### src/rtl/match_alu_pipe.sv
// Registered selector-dispatch ALU: decodes SEL against match constants, computes on A/B,
// and presents the result through a one-deep valid/ready output register with an accumulator.
module match_alu_pipe #(
  parameter int unsigned NBITS = 8,
  parameter int unsigned SBITS = 8,
  parameter int unsigned K_INC = 17,
  parameter int unsigned K_ADD = 21,
  parameter int unsigned K_SUB = 34,
  parameter int unsigned K_ACC = 51,
  parameter int unsigned K_CLR = 68
) (
  input  logic             CLK,
  input  logic             RST,
  input  logic             IN_VALID,
  output logic             IN_READY,
  input  logic [SBITS-1:0] SEL,
  input  logic [NBITS-1:0] A,
  input  logic [NBITS-1:0] B,
  output logic             OUT_VALID,
  input  logic             OUT_READY,
  output logic [NBITS-1:0] XOUT,
  output logic             HIT
);

  localparam logic [SBITS-1:0] SelInc = SBITS'(K_INC);
  localparam logic [SBITS-1:0] SelAdd = SBITS'(K_ADD);
  localparam logic [SBITS-1:0] SelSub = SBITS'(K_SUB);
  localparam logic [SBITS-1:0] SelAcc = SBITS'(K_ACC);
  localparam logic [SBITS-1:0] SelClr = SBITS'(K_CLR);

  logic             out_valid_q;
  logic [NBITS-1:0] xout_q, xout_d;
  logic             hit_q, hit_d;
  logic [NBITS-1:0] acc_q, acc_d;
  logic [NBITS-1:0] prod;
  logic             accept;
  logic             transfer;

  assign IN_READY  = !out_valid_q || OUT_READY;
  assign accept    = IN_VALID && IN_READY;
  assign transfer  = out_valid_q && OUT_READY;
  assign OUT_VALID = out_valid_q;
  assign XOUT      = xout_q;
  assign HIT       = hit_q;

  // The low NBITS of the 2*NBITS product equal the NBITS-wide product, so no wide
  // intermediate is kept.
  assign prod = A * B;

  // if/else chain encodes the collision priority INC > ADD > SUB > ACC > CLR.
  always_comb begin
    xout_d = prod;
    hit_d  = 1'b1;
    acc_d  = acc_q;
    if (SEL == SelInc) begin
      xout_d = A + NBITS'(1);
    end else if (SEL == SelAdd) begin
      xout_d = A + B;
    end else if (SEL == SelSub) begin
      xout_d = A - B;
    end else if (SEL == SelAcc) begin
      acc_d  = acc_q + prod;
      xout_d = acc_d;
    end else if (SEL == SelClr) begin
      xout_d = acc_q;
      acc_d  = '0;
    end else begin
      hit_d = 1'b0;
    end
  end

  always_ff @(posedge CLK) begin
    if (RST) begin
      out_valid_q <= 1'b0;
      xout_q      <= '0;
      hit_q       <= 1'b0;
    end else if (accept) begin
      out_valid_q <= 1'b1;
      xout_q      <= xout_d;
      hit_q       <= hit_d;
    end else if (transfer) begin
      out_valid_q <= 1'b0;
    end
  end

  // acc_d equals acc_q for non-accumulator selectors, so gating on accept suffices.
  always_ff @(posedge CLK) begin
    if (RST) begin
      acc_q <= '0;
    end else if (accept) begin
      acc_q <= acc_d;
    end
  end

endmodule
### config.mk
export PLATFORM = sky130hd
export DESIGN_NAME = match_alu_pipe
export DESIGN_NICKNAME = d
export VERILOG_FILES = /design/src/rtl/match_alu_pipe.sv
export SDC_FILE = /design/constraint.sdc
export NUM_CORES = 1
export LEC_CHECK = 0
export ABC_AREA = 0
export CELL_PAD_IN_SITES_DETAIL_PLACEMENT = 1
export CELL_PAD_IN_SITES_GLOBAL_PLACEMENT = 1
export CORE_ASPECT_RATIO = 1.1
export CORE_MARGIN = 2
export CORE_UTILIZATION = 42
export CTS_BUF_LIST = sky130_fd_sc_hd__clkbuf_16
export CTS_CLUSTER_SIZE = 20
export DETAILED_ROUTE_END_ITERATION = 7
export PLACE_DENSITY_LB_ADDON = 0.25
export SKIP_LAST_GASP = 1
export SYNTH_ARGS = -nofsm -noshare
export SYNTH_HDL_FRONTEND = slang
export SYNTH_SLANG_ARGS = --single-unit
### constraint.sdc
create_clock -name CLK -period 5.85 [get_ports CLK]
set_input_delay 1.17 -clock CLK [delete_from_list [all_inputs] [get_ports CLK]]
set_output_delay 1.17 -clock CLK [all_outputs]
set_load 0.01 [all_outputs]
* Yosys cells after proc, flatten, opt, wreduce, memory -nomap -nowiden *
Cells that the tools add are included.

storage, ports and cells
  word-level logic and storage cells = 38
  bits in registers = 18

operators by class
  eq/ne operators = 5
  bitwise gates (word level) = 3
  $add $sub $neg = 4
  reductions and logical operators = 7
  multiply operators = 1
  multiplexer cells = 14

operators by type and width
  kind                                                 number
  2-to-1 mux 8 bit                                     7
  adder 8 bit                                          2
  equality test 8 x 5 -> 1 bit, second input constant  2
  equality test 8 x 6 -> 1 bit, second input constant  2
  adder 8 x 1 -> 8 bit, second input constant          1
  equality test 8 x 7 -> 1 bit, second input constant  1
  multiplier 8 x 8 -> 8 bit                            1
  subtractor 8 bit                                     1
  2-to-1 mux 1 bit                                     7
  AND reduction 5 bit                                  1
  nonzero test 2 bit                                   2
  NOT 1 bit                                            3
  logical AND 1 bit                                    2
  zero test 1 bit                                      1
  logical OR 1 bit                                     1

* Logic depth before layout (Yosys ltp) *
Gate-level depths: netlist of run 1.

  depth after elaboration = 6
  mapped depth = 19
  depth with buffers taken out = 19

* Worst setup path before layout of run 1 *
OpenSTA, ideal clock, no wires.

  path kind = input port to flip-flop
  from = in A[2]
  to = reg xout_q[7], in the netlist XOUT[7]
  stages on the path = 15
  arrival time = 5.166 ns
  path buffers = 1
  data required time = 5.776 ns
  slack = 0.610 ns
  cell sequence = clkbuf_1 > nand2_1 > fa_1 > fa_1 > inv_1 > fa_1 > fa_1 > ha_1 > a21oi_1 > xnor3_1 > xnor3_2 > or4_1 > o311ai_1 > o21ai_1 > a31oi_1

between the ends
  word-level cells in the longest chain between the ends = 6
  elaborated cells between the ends (all ways) = 10

ends and longest elaborated chain
  item                                             RTL line  text
  from (decl)                                      17        input logic [NBITS-1:0] A,
  multiplier 8 x 8 -> 8 bit                        48        assign prod = A * B;
  adder 8 bit or 2-to-1 mux 8 bit (tied branches)  62, 64
  2-to-1 mux 8 bit                                 61        end else if (SEL == SelAcc) begin
  2-to-1 mux 8 bit                                 59        end else if (SEL == SelSub) begin
  2-to-1 mux 8 bit                                 57        end else if (SEL == SelAdd) begin
  2-to-1 mux 8 bit (*)                             55        if (SEL == SelInc) begin
  to (signal assigned)                             79        xout_q <= xout_d;
  to (decl)                                        32        logic [NBITS-1:0] xout_q, xout_d;

Mark *: on every way between the ends. The rest lies on a longest branch, timed or not.
A chain may end at the register's enable or synchronous reset.

* Worst setup path in the final report of run 1 *
  from = in B[3]
  to = reg xout_q[6], in the netlist XOUT[6]

between the ends
  word-level cells in the longest chain between the ends = 6
  elaborated cells between the ends (all ways) = 9

ends and longest elaborated chain
  item                                             RTL line  text
  from (decl)                                      18        input logic [NBITS-1:0] B,
  multiplier 8 x 8 -> 8 bit                        48
  adder 8 bit or 2-to-1 mux 8 bit (tied branches)  62, 64
  2-to-1 mux 8 bit                                 61
  2-to-1 mux 8 bit                                 59
  2-to-1 mux 8 bit (*)                             57
  2-to-1 mux 8 bit (*)                             55

Marked as above.

==> results of run 1 <==
## cell families (layout without fill, tap and decap cells)
logic type	Yosys count	after routing	synth area share, %
and+or+nand+nor	129	129	21.6
adders and majority gates	53	53	26.4
AOI/OAI and AO/OA	83	83	18.2
DFF	18	18	12.2
muxes	8	8	2.81
buffers and inverters	58	106	7.95
xor gates and xnor gates	33	33	10.8
## registers in the layout, summed over array words and instances, names as in the netlist
name and flops:
HIT 1, OUT_VALID 1, XOUT 8, acc_q 8
## repair_timing
item / in CTS / in global routing
resized for setup: 0 / 6
endpoints found under the hold margin: 0 / 0
endpoints found under the setup margin: 0 / 3
## cells in the mapped netlist, types with 3 or more instances
master     n  share of area, %
inv_1     45               5.7
mux2i_1    6               2.0
a21oi_1   28               4.8
nand3_1    9               1.5
o21ai_0   12               2.0
a211oi_1   4               1.0
xnor2_1   18               5.4
nor3_1     9               1.5
clkbuf_1   9               1.1
ha_1      38                16
a21o_1     5               1.3
xor2_1    13               3.9
a21boi_0   3              0.77
nand2b_1   3              0.64
o211ai_1   5               1.3
o21bai_1   4               1.0
a22oi_1    3              0.77
fa_1      15                10
and2_1     8               1.7
or4_1      3              0.77
dfxtp_1   18                12
nand2_1   41               5.2
a31oi_1    3              0.64
and3_1     4              0.85
nor2_1    37               4.7
## cell type report
cell class	instances	area [µm²]
Multi-Input combinational cell	306	2360
Sequential cell	18	360
Inverter	46	173
Timing Repair Buffer	56	520
Fill cell	877	3280
Clock inverter	1	3.75
Tap cell	85	106
Clock buffer	3	75.1
## per-stage QoR
stage	hold WS (ns)	power [W]	setup slack, ns	area (µm²)
3_5_place_dp	0.450	0.000629	-0.0586	3500
3_3_place_gp	0.443	0.000613	-0.0291	3500
2_1_floorplan	0.447	0.000473	0.610	2940
6_report	0.460	0.000771	0.224	3600
5_1_grt	0.486	0.000832	-0.0296	3600
4_1_cts	0.460	0.000770	0.173	3580
## per-layer routing
layer / GRT usage, % / share of wire (%)
met4: 9.27 / 3.5
met1: 26.8 / 43
met3: 1.08 / 2.3
met2: 43.7 / 52
met5: 0 / 0
## worst reg2reg max path, stage by stage (launching register included)
cell,delay [ns]
dfxtp_1,0.37
ha_1,0.19
inv_1,0.06
fa_1,0.41
nor2b_1,0.12
o21ai_0,0.12
a21boi_1,0.22
o21ai_1,0.13
nor3b_1,0.17
o31ai_1,0.24
buf_4,0.17
a21oi_1,0.06
o41ai_1,0.30
## worst min-delay path by stage
stage / end / cells after the start
final: XOUT[0]$_SDFFE_PP0P_ / 2
after global routing: XOUT[2]$_SDFFE_PP0P_ / 2
after CTS: XOUT[0]$_SDFFE_PP0P_ / 2
after detailed placement: XOUT[4]$_SDFFE_PP0P_ / 2
after global placement: XOUT[2]$_SDFFE_PP0P_ / 2
after floorplan: acc_q[6]$_SDFFE_PP0P_ / 2
## power by group through the flow
stage	registers, W	clock network (W)	logic [W]
floorplan	0.000148	0	0.000325
global placement	0.000143	0	0.000470
detailed placement	0.000144	0	0.000485
CTS	0.000141	0.000139	0.000489
global route	0.000143	0.000142	0.000547
finish	0.000141	0.000137	0.000494
==> results.md, run 1 <==
* Delay contributed by the slowest stage of the critical path at 0.54 ns
* Half-perimeter wire length after detailed placement at 7380 µm
* EDFF count, synth at 0
* Wire length of the first global-routing pass at 14200 µm
* Worst-case vdd ir drop at about 0.18 mV
* RSZ-0062 raised after global routing: yes
* Post-synth cell types at between 50 and 60
* Final RePlAce weighted congestion at about 0.92
* Final hold violations at 0
* Worst reg2reg path depth at 12
* Largest net degree at the start of global routing at 20
* Sequential share of power at 18.3%
* Core box area at between 0.006 and 0.007 mm²
* Final setup fails at 0
* Worst Setup Path Type: in2reg
* Avg Synthesized Cell Area at about 7.7 µm²
* Switching component of the power at roughly 0.0003 W
* Cell chain of the critical path: clkdlybuf4s50_1 -> ha_1 -> inv_1 -> fa_1 -> inv_1 -> ha_1 -> fa_1 -> fa_1 -> ha_1 -> xnor2_1 -> ha_1 -> a21boi_0 -> o31ai_1 -> buf_4 -> a21oi_1 -> o41ai_1
* Peak Freq at ~0.18 GHz
* DR vias at 2869
* Proportion of register bits with asynchronous set or reset after synthesis at 0%
* Residual DRC at 0
* Cells after Synth at 382
* Critical path fanouts, max at 4
* Antenna diodes at 0
* Critical Path Stages at 16
* Fraction of layout cells with a size suffix above 1 at 7.91%
* DRC marker count from the first detailed-route iteration at between 100 and 150
* Utilization of the core after routing at 52.3%
* Insertion delay of the later-clocked pin in the worst-skew pair at 0.25 ns
* Number of setup buffers added after CTS at 0
* Post-detailed-route via-to-cell ratio at between 5 and 6
* H-tree levels at 1
* Clock slew seen by the registers of the worst setup and hold paths at ~0.05 ns
* Worst setup SP type: input pin
* Launch point of the critical path: B[3]
* Max-capacitance violation count at 0
* Critical hold path startpoint: XOUT[0]$_SDFFE_PP0P_
* Most common cell after layout, fill and taps aside: inv_1
* Vertical die dimension at between 90 and 100 µm
* Number of global-route vias before repair at 2984
* Net switching fraction of the power at approximately two fifths
* Filler-free cell count of the finished design at about 520
* Layout overhead on the synthesized area at 22.4%
* Buffers from clock root to sink, at most at 2
* Clock tree from TritonCTS: built
* Share of synthesized area occupied by flip-flops and latches at approximately an eighth
* Post-layout nets at 512
* Floorplan die width at 83.8 µm
* Reg2Reg Capture Point: XOUT[6]$_SDFFE_PP0P_
* Part of the total power dissipated in combinational logic at 64.0%
* Starting density of the core at a little over two fifths
* Reg2reg start: acc_q[0]$_SDFFE_PP0P_
* Power per Cell Area at roughly 210 mW/mm²
* GRT Residual Overflow at 0
* Number of hold buffers added after cts at 0
* Slew at the pin closest to its max-slew limit at between 0.8 and 0.9 ns
* Commonest non-fill, non-tap cells in the layout: inv_1 (45), nand2_1 (41), nor2_1 (37)
* Root Buffer Master: clkbuf_16
* Total CTS buffers at 3
* Result of the run: finished clean
* Share of total power in the clock network at between 15 and 20%
* Worst-case register-to-register setup slack at 3.18 ns
* CTS sink cnt at 18
* Predominant post-synthesis flop cell: dfxtp_1
* Net count of the mapped netlist at about 460
* Most used cell along the critical path: ha_1
* Synthesized flop and latch total at 18
* Overall routed net length at between 8000 and 9000 µm
* Antenna violations before repair at 0
* # port buffers at 38
* Detailed-route wire length per cell at 17.1 µm
* Hold crit path type: reg2reg
* Cell area after synthesis at slightly below 0.003 mm²
* Internal cell power at 0.000465 W
* Kind of cell with the highest combined delay on the critical path: adder cells
* DR pass1 iterations at 4
* Overall fraction of global-route tracks in use at a little under a quarter
* Ys Warns at 0
* Total buffers and inverters traversed by the critical path at 4
* Critical Path Slowest Stage Cell: fa_1
* Clock Skew at between 0.004 and 0.005 ns
* End of the critical path: XOUT[6]$_SDFFE_PP0P_
* Data arrival time of the critical path at slightly below 6 ns
* Lkg Pwr at 1.67 nW
* DRT antenna net count at 0
* Relative slew slack at 41.9%
* Cells after DPL at ~510
* I/O Pins at 39
* FP Rows at 32
* Fin. max-slew vios at 0
* Critical path data required time at 5.99 ns
* Crit share post-route at between 90 and 100%
* Category of the worst setup path capture point: flop
* Final critical path time including I/O delays and setup at 5.63 ns
* Die area at approximately 0.0077 mm²
* Post-Route Setup TNS at 0 ns
Power figures use the tool's default switching activity.
==> run 2: changes to the inputs <==
Settings changed: CORE_MARGIN 2 to 1.
==> run 2 against run 1 <==
Effect of this change:
- wire length grew 0.32%
- via count grew 1.7%
- hold slack lost 0.0060 ns
- sequential power is essentially flat
- cell count grew 0.58%
- flip-flop and latch count is the same
- global-route usage grew 3.1 points
- critical path depth is the same
- clock power grew 4%
- non-clock buffer count grew 6
- sequential share of layout area shrank 0.16 points
- critical path type unchanged
==> results.md, run 2 (synthesis results as in run 1) <==
* Power per Cell Area at 223 mW/mm² (was 214 mW/mm²)
* Category of the worst setup path capture point: flop (unchanged)
* H-tree levels at 1 (unchanged)
* Critical Path Slowest Stage Cell: clkdlybuf4s50_1 (was fa_1)
* Vertical die dimension at 89.8 µm (was 91.8 µm)
* Floorplan die width at 81.8 µm (was 83.8 µm)
* Critical path fanouts, max at 4 (unchanged)
* Die area at 0.00735 mm² (was 0.00769 mm²)
* Hold Path Depth at 2 (unchanged)
* Uppermost layer routed: met4 (unchanged)
* Residual DRC at 0 (unchanged)
* Clock tree from TritonCTS: built (unchanged)
* Final RePlAce weighted congestion at 0.909 (was 0.924)
* Most common cell after layout, fill and taps aside: inv_1 (unchanged)
* Clock Skew at 0.00899 ns (was 0.00419 ns)
* Reg2reg start: acc_q[0]$_SDFFE_PP0P_ (unchanged)
* Met1 Wirelength at 3800 µm (was 3760 µm)
* DRC marker count from the first detailed-route iteration at 144 (was 111)
* Peak Freq at 0.175 GHz (was 0.178 GHz)
* Fin. max-slew vios at 0 (unchanged)
* Number of global-route vias before repair at 3075 (was 2984)
* Overall fraction of global-route tracks in use at 26.1% (was 23.0%)
* Part of the total power dissipated in combinational logic at 65.3% (was 64.0%)
* FP Rows at 31 (was 32)
* Final setup fails at 0 (unchanged)
* Total CTS buffers at 3 (unchanged)
* Internal cell power at 0.000486 W (was 0.000465 W)
* Detail Route met2 WL at 4550 µm (was 4530 µm)
* Share of total power in the clock network at 17.5% (was 17.7%)
* Slew at the pin closest to its max-slew limit at 0.928 ns (was 0.865 ns)
* Critical hold path startpoint: XOUT[2]$_SDFFE_PP0P_ (was XOUT[0]$_SDFFE_PP0P_)
* Core box area at 0.00667 mm² (was 0.00689 mm²)
* Hold crit path type: reg2reg (unchanged)
* Overall routed net length at 8830 µm (was 8800 µm)
* Utilization of the core after routing at 54.9% (was 52.3%)
* Cells after DPL at 513 (was 511)
* Layout overhead on the synthesized area at 24.4% (was 22.4%)
* Fraction of layout cells with a size suffix above 1 at 10.6% (was 7.91%)
* Switching component of the power at 0.000332 W (was 0.000306 W)
* Antenna diodes at 0 (unchanged)
* Filler-free cell count of the finished design at 518 (was 515)
* Insertion delay of the later-clocked pin in the worst-skew pair at 0.26 ns (was 0.25 ns)
* Worst Setup Path Type: in2reg (unchanged)
* DR vias at 2918 (was 2869)
* Post-detailed-route via-to-cell ratio at 5.63 (was 5.57)
* I/O Pins at 39 (unchanged)
* Relative slew slack at 37.7% (was 41.9%)
* Lkg Pwr at 1.71 nW (was 1.67 nW)
* Data arrival time of the critical path at 5.89 ns (was 5.77 ns)
* Sequential share of power at 17.2% (was 18.3%)
* Critical path data required time at 6.02 ns (was 5.99 ns)
* Antenna violations before repair at 0 (unchanged)
* Root Buffer Master: clkbuf_16 (unchanged)
* Final critical path time including I/O delays and setup at 5.72 ns (was 5.63 ns)
* Cell chain of the critical path: clkdlybuf4s50_1 -> ha_1 -> inv_1 -> fa_1 -> inv_1 -> ha_1 -> fa_1 -> fa_1 -> ha_1 -> a21oi_2 -> xnor3_1 -> xnor3_2 -> or4_1 -> o311ai_1 -> o21ai_1 -> a31oi_1 (was clkdlybuf4s50_1 -> ha_1 -> inv_1 -> fa_1 -> inv_1 -> ha_1 -> fa_1 -> fa_1 -> ha_1 -> xnor2_1 -> ha_1 -> a21boi_0 -> o31ai_1 -> buf_4 -> a21oi_1 -> o41ai_1)
* Commonest non-fill, non-tap cells in the layout: inv_1 (44), nand2_1 (41), ha_1 (37) (was inv_1 (45), nand2_1 (41), nor2_1 (37))
* Worst reg2reg path depth at 12 (unchanged)
* Delay contributed by the slowest stage of the critical path at 0.56 ns (was 0.54 ns)
* Worst-case register-to-register setup slack at 3.08 ns (was 3.18 ns)
* Buffers from clock root to sink, at most at 2 (unchanged)
* Worst-case vdd ir drop at 0.108 mV (was 0.181 mV)
* Post-Route Setup TNS at 0 ns (unchanged)
* Wire length of the first global-routing pass at 14800 µm (was 14200 µm)
* Clock slew seen by the registers of the worst setup and hold paths at 0.05 ns (about the same)
* Largest net degree at the start of global routing at 20 (unchanged)
* Crit share post-route at 97.8% (was 96.2%)
* Starting density of the core at 44.1% (was 42.7%)
* DRT antenna net count at 0 (unchanged)
* Half-perimeter wire length after detailed placement at 7320 µm (was 7380 µm)
* GRT Residual Overflow at 0 (unchanged)
* Net switching fraction of the power at 40.6% (was 39.7%)
* Detailed-route wire length per cell at 17.0 µm (was 17.1 µm)
* Result of the run: finished clean (unchanged)
* Post-layout nets at 518 (was 512)
* # port buffers at 38 (unchanged)
* CTS sink cnt at 18 (unchanged)
* Final hold violations at 0 (unchanged)
* DR pass1 iterations at 4 (unchanged)
* Detail Route met3 WL at 236 µm (was 202 µm)
* Reg2Reg Capture Point: XOUT[6]$_SDFFE_PP0P_ (unchanged)
* Max-capacitance violation count at 0 (unchanged)
* Worst setup SP type: input pin (unchanged)
* Sink of the worst hold path: XOUT[2]$_SDFFE_PP0P_ (was XOUT[0]$_SDFFE_PP0P_)
run 2: worst max path at each step:
stage / startpoint / endpoint / slack [ns] / cells after the start
finish: A[3] / XOUT[7]$_SDFFE_PP0P_ / 0.13 / 16
floorplan: A[2] / XOUT[7]$_SDFFE_PP0P_ / 0.61 / 15
CTS: A[2] / XOUT[7]$_SDFFE_PP0P_ / 0.02 / 19
global placement: A[2] / XOUT[7]$_SDFFE_PP0P_ / -0.08 / 19
detailed placement: A[2] / XOUT[7]$_SDFFE_PP0P_ / -0.18 / 19
global route: B[2] / XOUT[6]$_SDFFE_PP0P_ / -0.05 / 20
run 2: timing repair:
| action | 4_1_cts | 5_1_grt |
|---|---|---|
| gates resized for setup | 0 | 10 |
| endpoints found under the setup margin | 0 | 3 |
| hold buffers | 0 | 0 |
| setup buffers | 0 | 1 |
run 2: layer usage:
layer  vias to the layer above  GRT usage (%)
met2                        62           45.8
met4                         0           9.80
met3                        17           1.32
met1                      1418           32.6
met5                         -              0
li1                       1421              -
run 2: cell type report:
cell class | count | area, µm²
Fill cell | 837 | 3010
Clock inverter | 1 | 3.75
Clock buffer | 3 | 75.1
Multi-Input combinational cell | 306 | 2380
Sequential cell | 18 | 360
Inverter | 46 | 173
Timing Repair Buffer | 62 | 566
Tap cell | 82 | 103
run 2: worst max-delay path: cells and delay by family:
kind	cells	cell delay (ns)
AND/OR/NAND/NOR	1	0.51
AO/OA/AOI/OAI	4	0.57
buffers and inverters	3	0.68
adder cells (fa/ha/maj)	6	2.42
XOR/XNOR	2	0.53
run 2: through the flow:
stage	instance area, µm²	hold WS, ns	worst slack (ns)	power [W]
3_5_place_dp	3540	0.447	-0.178	0.000642
4_1_cts	3620	0.454	0.0205	0.000790
5_1_grt	3660	0.486	-0.0485	0.000878
6_report	3660	0.454	0.131	0.000818
3_3_place_gp	3540	0.440	-0.0817	0.000623
2_1_floorplan	2940	0.447	0.610	0.000473
run 2: power groups by stage:
stage | Clock [W] | Combinational, W | Sequential (W)
floorplan | 0 | 0.000325 | 0.000148
global placement | 0 | 0.000480 | 0.000142
detailed placement | 0 | 0.000498 | 0.000143
CTS | 0.000144 | 0.000505 | 0.000141
global route | 0.000149 | 0.000586 | 0.000142
finish | 0.000143 | 0.000534 | 0.000141
